`src/rtl/ad9866_rx_deframer.sv`:
```
// AD9866 RX deframer: rebuilds 12-bit samples from 6-bit MSB/LSB words, tracks alignment lock and
// buffers samples in a FWFT FIFO. Define AD9866_RX_CLIP_DETECT_EN to add clip/clip_cnt statistics.
module ad9866_rx_deframer #(
    parameter int unsigned LOCK_CNT   = 4,
    parameter int unsigned FIFO_DEPTH = 4,
    parameter int unsigned ERR_W      = 8
) (
    input  logic             clk,
    input  logic             rst,
    input  logic [5:0]       rx_nibble,
    input  logic             rx_sync,
    input  logic             rx_enable,
    output logic [11:0]      sample,
    output logic             sample_valid,
    input  logic             sample_ready,
    output logic             locked,
    output logic [ERR_W-1:0] sync_err_cnt,
    output logic             fifo_overflow,
`ifdef AD9866_RX_CLIP_DETECT_EN
    output logic             clip,
    output logic [15:0]      clip_cnt,
`endif
    input  logic             clear_stats
);

    localparam int unsigned NIB_W  = 6;
    localparam int unsigned SMP_W  = 12;
    localparam int unsigned CNT_W  = 4;
    localparam int unsigned PTR_W  = $clog2(FIFO_DEPTH);
    localparam logic [ERR_W-1:0] ERR_MAX = '1;

    localparam logic [1:0] ST_HUNT     = 2'd0;
    localparam logic [1:0] ST_WAIT_LSB = 2'd1;
    localparam logic [1:0] ST_WAIT_MSB = 2'd2;

    logic [NIB_W-1:0] r_nib_q, r_nib_d;
    logic             r_sync_q, r_sync_d;
    logic [1:0]       state_q, state_d;
    logic [NIB_W-1:0] msb_q, msb_d;
    logic [CNT_W-1:0] good_q, good_d, good_inc;
    logic             locked_q, locked_d;
    logic [ERR_W-1:0] err_q, err_d;
    logic             ovf_q, ovf_d;
    logic [SMP_W-1:0] mem_q [FIFO_DEPTH];
    logic [SMP_W-1:0] mem_d [FIFO_DEPTH];
    logic [PTR_W:0]   wr_ptr_q, wr_ptr_d, rd_ptr_q, rd_ptr_d;
    logic [SMP_W-1:0] sample_q, sample_d;
    logic             valid_q, valid_d;
    logic             push, sync_err, pop, full, wr_en;
    logic [SMP_W-1:0] push_data;

    // Alignment FSM operating on the registered RX word
    always_comb begin
        r_nib_d   = rx_nibble;
        r_sync_d  = rx_sync;
        state_d   = state_q;
        msb_d     = msb_q;
        good_d    = good_q;
        locked_d  = locked_q;
        push      = 1'b0;
        sync_err  = 1'b0;
        push_data = {msb_q, r_nib_q};
        good_inc  = (good_q >= CNT_W'(LOCK_CNT)) ? good_q : good_q + CNT_W'(1);
        if (!rx_enable) begin
            state_d  = ST_HUNT;
            good_d   = '0;
            locked_d = 1'b0;
        end else begin
            case (state_q)
                ST_HUNT: begin
                    if (r_sync_q) begin
                        msb_d   = r_nib_q;
                        state_d = ST_WAIT_LSB;
                    end
                end
                ST_WAIT_LSB: begin
                    if (!r_sync_q) begin
                        good_d  = good_inc;
                        push    = locked_q || (good_inc == CNT_W'(LOCK_CNT));
                        if (good_inc == CNT_W'(LOCK_CNT)) locked_d = 1'b1;
                        state_d = ST_WAIT_MSB;
                    end else begin
                        // Repeated MSB: realign on the newest one
                        sync_err = 1'b1;
                        msb_d    = r_nib_q;
                        good_d   = '0;
                        locked_d = 1'b0;
                    end
                end
                ST_WAIT_MSB: begin
                    if (r_sync_q) begin
                        msb_d   = r_nib_q;
                        state_d = ST_WAIT_LSB;
                    end else begin
                        sync_err = 1'b1;
                        state_d  = ST_HUNT;
                        good_d   = '0;
                        locked_d = 1'b0;
                    end
                end
                default: state_d = ST_HUNT;
            endcase
        end
    end

    // FWFT FIFO; head and valid are registered from the next-state pointers
    always_comb begin
        pop      = valid_q & sample_ready;
        full     = (wr_ptr_q[PTR_W-1:0] == rd_ptr_q[PTR_W-1:0]) && (wr_ptr_q[PTR_W] != rd_ptr_q[PTR_W]);
        wr_en    = push & (~full | pop);
        mem_d    = mem_q;
        wr_ptr_d = wr_ptr_q;
        rd_ptr_d = rd_ptr_q;
        if (wr_en) begin
            mem_d[wr_ptr_q[PTR_W-1:0]] = push_data;
            wr_ptr_d = wr_ptr_q + (PTR_W+1)'(1);
        end
        if (pop) rd_ptr_d = rd_ptr_q + (PTR_W+1)'(1);
        sample_d = mem_d[rd_ptr_d[PTR_W-1:0]];
        valid_d  = (wr_ptr_d != rd_ptr_d);
    end

    // Statistics; clear_stats wins over a coincident event
    always_comb begin
        err_d = err_q;
        ovf_d = ovf_q;
        if (clear_stats) begin
            err_d = '0;
            ovf_d = 1'b0;
        end else begin
            if (sync_err && err_q != ERR_MAX) err_d = err_q + ERR_W'(1);
            if (push && !wr_en) ovf_d = 1'b1;
        end
    end

`ifdef AD9866_RX_CLIP_DETECT_EN
    logic        clip_q, clip_d;
    logic [15:0] clip_cnt_q, clip_cnt_d;

    // Full-scale detection counts every pushed sample, dropped or not
    always_comb begin
        clip_d     = clip_q;
        clip_cnt_d = clip_cnt_q;
        if (clear_stats) begin
            clip_d     = 1'b0;
            clip_cnt_d = '0;
        end else if (push && (push_data == 12'h7FF || push_data == 12'h800)) begin
            clip_d = 1'b1;
            if (clip_cnt_q != 16'hFFFF) clip_cnt_d = clip_cnt_q + 16'd1;
        end
    end

    always_ff @(posedge clk) begin
        if (rst) begin
            clip_q     <= 1'b0;
            clip_cnt_q <= '0;
        end else begin
            clip_q     <= clip_d;
            clip_cnt_q <= clip_cnt_d;
        end
    end

    assign clip     = clip_q;
    assign clip_cnt = clip_cnt_q;
`endif

    always_ff @(posedge clk) begin
        if (rst) begin
            r_nib_q  <= '0;
            r_sync_q <= 1'b0;
            state_q  <= ST_HUNT;
            msb_q    <= '0;
            good_q   <= '0;
            locked_q <= 1'b0;
            err_q    <= '0;
            ovf_q    <= 1'b0;
            for (int unsigned i = 0; i < FIFO_DEPTH; i++) mem_q[i] <= '0;
            wr_ptr_q <= '0;
            rd_ptr_q <= '0;
            sample_q <= '0;
            valid_q  <= 1'b0;
        end else begin
            r_nib_q  <= r_nib_d;
            r_sync_q <= r_sync_d;
            state_q  <= state_d;
            msb_q    <= msb_d;
            good_q   <= good_d;
            locked_q <= locked_d;
            err_q    <= err_d;
            ovf_q    <= ovf_d;
            mem_q    <= mem_d;
            wr_ptr_q <= wr_ptr_d;
            rd_ptr_q <= rd_ptr_d;
            sample_q <= sample_d;
            valid_q  <= valid_d;
        end
    end

    assign sample        = sample_q;
    assign sample_valid  = valid_q;
    assign locked        = locked_q;
    assign sync_err_cnt  = err_q;
    assign fifo_overflow = ovf_q;

endmodule
```
`config.mk`:
```
export PLATFORM = sky130hd
export DESIGN_NAME = ad9866_rx_deframer
export DESIGN_NICKNAME = d
export VERILOG_FILES = /design/src/rtl/ad9866_rx_deframer.sv
export SDC_FILE = /design/constraint.sdc
export NUM_CORES = 1
export LEC_CHECK = 0
export ABC_AREA = 0
export CAP_MARGIN = 40
export CORE_MARGIN = 1
export CORE_UTILIZATION = 50
export CTS_BUF_LIST = sky130_fd_sc_hd__clkbuf_4 sky130_fd_sc_hd__clkbuf_8 sky130_fd_sc_hd__clkbuf_16
export DETAILED_ROUTE_END_ITERATION = 10
export PLACE_DENSITY = 0.7
export SETUP_SLACK_MARGIN = 0.2
export SYNTH_ARGS = -nofsm -noshare
export SYNTH_HDL_FRONTEND = slang
export SYNTH_SLANG_ARGS = --single-unit
```
`constraint.sdc`:
```
create_clock -name clk -period 3.2 [get_ports clk]
set_input_delay 0.8 -clock clk [delete_from_list [all_inputs] [get_ports clk]]
set_output_delay 0.8 -clock clk [all_outputs]
set_load 0.005 [all_outputs]
```
==> impl_metrics.tcl <==
set metrics [dict create \
    ff2ff_path_depth 6 \
    slowest_delay_ns 0.61 \
    synth_seq_area_share_pct 43.8 \
    crit_type "in -> reg" \
    seq_area_um2 1920 \
    cts_buffer_depth 2 \
    multiInputGateArea_um2 2270 \
    overflow 0 \
    postSynthAreaPerCell_um2 9.01 \
    critPathTopFamily "compound AO/OA/AOI/OAI gates" \
    wl_um 11200 \
    maxClockFrequency_ghz 0.360 \
    worst_slack_ns 0.425 \
    dp_hpwl_um 7610 \
    n_fill_cell 737 \
    critPathCaptureType "flip-flop" \
    pwr-share-comb_pct 3.0 \
    ir_drop_mv 0.261 \
    worstMarginPinSlew_ns 0.958 \
    grt_pass1_wl_um 17700 \
    start_util_pct 52.6 \
    synth_area_leaders "dfxtp_1 44%, a21oi_1 6.0%, nor2_1 5.6%, mux2i_1 4.8%, nand2_1 4.6%" \
    place_area_um2 4880 \
    worstReg2RegStart "good_q[0]" \
    start_kind "input port" \
    fin_nets 539 \
    synth_top_area_cell "dfxtp_1" \
    die_h_um 95.7 \
    seq_power_share_pct 58.1 \
    grt_use_total_pct 25.9 \
    pwr-share-clk_pct 38.9 \
    cp_max_fo 12 \
    finalHoldViolations 0 \
    port_buffers 34 \
    cts_tree "done" \
    crit_required_ns 3.44 \
    crit_chain "clkdlybuf4s50_1 > a21boi_0 > or3b_1 > a2111o_1 > o221ai_1 > o32ai_2" \
    avgRoutedWirePerCell_um 17.7 \
    synth_edf_count 0 \
    ys.flop_type "dfxtp_1" \
    dieWidth_um 95.7 \
    post_cts_buffers 0 \
    rr_endpoint "sample[9]" \
    rows 33 \
    grt_max_degree 45 \
    cap_violations 0 \
    setup_violations 0 \
    die_area_um2 9150 \
    power.density_nw_per_um2 412 \
    fin_util_pct 60.9 \
    finClkSkew_ns 0.00921 \
    grt_pass1_vias 3485 \
    slew_violations 0 \
    min_path_type "reg -> reg" \
    holdBufCountCts 0 \
    clk_pin_slew_ns 0.09 \
    post_route_cells_drive_above_1_share_pct 11.0 \
    p_leak_nw 1.77 \
    cts_root_buffer "clkbuf_8" \
    synth.most_common_cell "dfxtp_1" \
    drc_errors 0 \
    vias_per_cell 6.00 \
    dr.pass1.iters 6 \
    cp.depth 6 \
    cts_resized 0 \
    final_cell_area_um2 5080 \
    yosys_warnings 0 \
    synth_common_cells "96 x dfxtp_1, 65 x nor2_1, 54 x nand2_1" \
    min_period_ns 2.77 \
    reg2reg_slack_ns 0.51 \
    synth-seq-cells 96 \
    vias 3778 \
    antenna_found_initial 0 \
    diodes 0 \
    p_sw_share_pct 22.5 \
    pre_cts_ws_ns 0.0788 \
    relSlewSlack_pct 36.1 \
    cts_buffers 9 \
    syn_to_final_growth_pct 15.7 \
    syn_area_um2 4390 \
    finalSetupTns_ns 0 \
    gp_routability_congestion 0.853 \
    syn_nets 506 \
    synth_cell_types 54 \
    h-tree-depth 3 \
    critPathLaunch "sample_ready" \
    p_int_w 0.00162 \
    clk_latency_ns 0.37 \
    period_share_pct 86.7 \
    clock_sinks 96 \
    netlist.area_leader.share_pct 43.8 \
    rsz0062_at_grt "false" \
    worst-path-buf-inv 1 \
    drtIter0Drc 246 \
    syn_inst 487 \
    async_flop_share_pct 0 \
    ant_nets 0 \
    cp_slowest_cell "a2111o_1" \
    core_um2 8340 \
    num_io_pins 35 \
    crit_end "sample[4]" \
    status "completed" \
    arrival_ns 3.01 \
    p_sw_w 0.000471 \
]
worst min-delay path, delay by kind of cell, from the launching register on:
kind | cells | cell delay (ns)
DFF | 1 | 0.32
and+or+nand+nor | 1 | 0.05
AOI/OAI and AO/OA | 1 | 0.05
cells by family (layout without fill, tap and decap cells):
group	Yosys count	count (layout)	synth area share, %
adder cells (fa/ha/maj)	7	7	2.00
AO/OA/AOI/OAI	121	121	20.0
buffers and inverters	43	81	4.68
XOR/XNOR	14	14	3.42
AND/OR/NAND/NOR	185	185	21.3
multiplexers	21	21	4.79
flip-flops	96	96	43.8
placed cells by master (no fill, tap or decap), drive strengths merged, types with 11 or more instances in the layout:
cell type / Yosys / final
nor2: 65 / 65
o221ai: 13 / 13
nand2: 54 / 54
clkbuf: 21 / 11
clkdlybuf4s50: 0 / 33
mux2i: 21 / 21
dfxtp: 96 / 96
a41o: 11 / 11
nor4b: 14 / 14
buf: 16 / 26
a21oi: 53 / 53
o32ai: 12 / 12
a211oi: 13 / 13
cell type report:
cell class / count / share of cell area, %
Multi-Input combinational cell: 348 / 44.6
Sequential cell: 96 / 37.8
Timing Repair Buffer: 59 / 10.5
Clock buffer: 11 / 2.86
Tap cell: 105 / 2.59
Clock inverter: 5 / 1.11
Inverter: 6 / 0.443
metrics by stage:
step | total power, W | cells | hold WS (ns)
floorplan | 0.00127 | 487 | 0.433
global placement | 0.00130 | 614 | 0.442
detailed placement | 0.00131 | 614 | 0.446
CTS | 0.00210 | 630 | 0.459
global route | 0.00216 | 630 | 0.482
finish | 0.00209 | 630 | 0.458
per-layer routing:
layer  wire length, um  part of all wire, %  track usage, %  vias up
li1                  -                    -               -     1821
met1              5110                   46            34.2     1810
met2              5180                   46            40.9      117
met3               498                  4.5            3.51       30
met4               390                  3.5            14.1        0
met5                 0                    0               0        -
power groups by stage:
stage,clock [W],sequential [W],combinational (W)
2_1_floorplan,0,0.00124,0.0000374
3_3_place_gp,0,0.00124,0.0000614
3_5_place_dp,0,0.00124,0.0000621
4_1_cts,0.000825,0.00121,0.0000625
5_1_grt,0.000880,0.00122,0.0000677
6_report,0.000813,0.00122,0.0000625
worst min path at each step:
stage | from | endpoint | slack, ns | depth (start not counted)
final | mem_q[25] | mem_q[25] | 0.46 | 2
after CTS | mem_q[25] | mem_q[25] | 0.46 | 2
after global placement | mem_q[0] | mem_q[0] | 0.44 | 2
after floorplan | mem_q[11] | mem_q[11] | 0.43 | 2
after detailed placement | mem_q[25] | mem_q[25] | 0.45 | 2
after global routing | mem_q[25] | mem_q[25] | 0.48 | 2
sequential cells by signal, indices dropped and copies added, names as in the netlist:
name / count
mem_q: 48
sample: 12
sync_err_cnt: 8
msb_q: 6
r_nib_q: 6
good_q: 4
rd_ptr_q: 3
wr_ptr_q: 3
state_q: 2
fifo_overflow: 1
locked: 1
r_sync_q: 1
sample_valid: 1
Note: power is estimated with default switching activity, not from simulation.
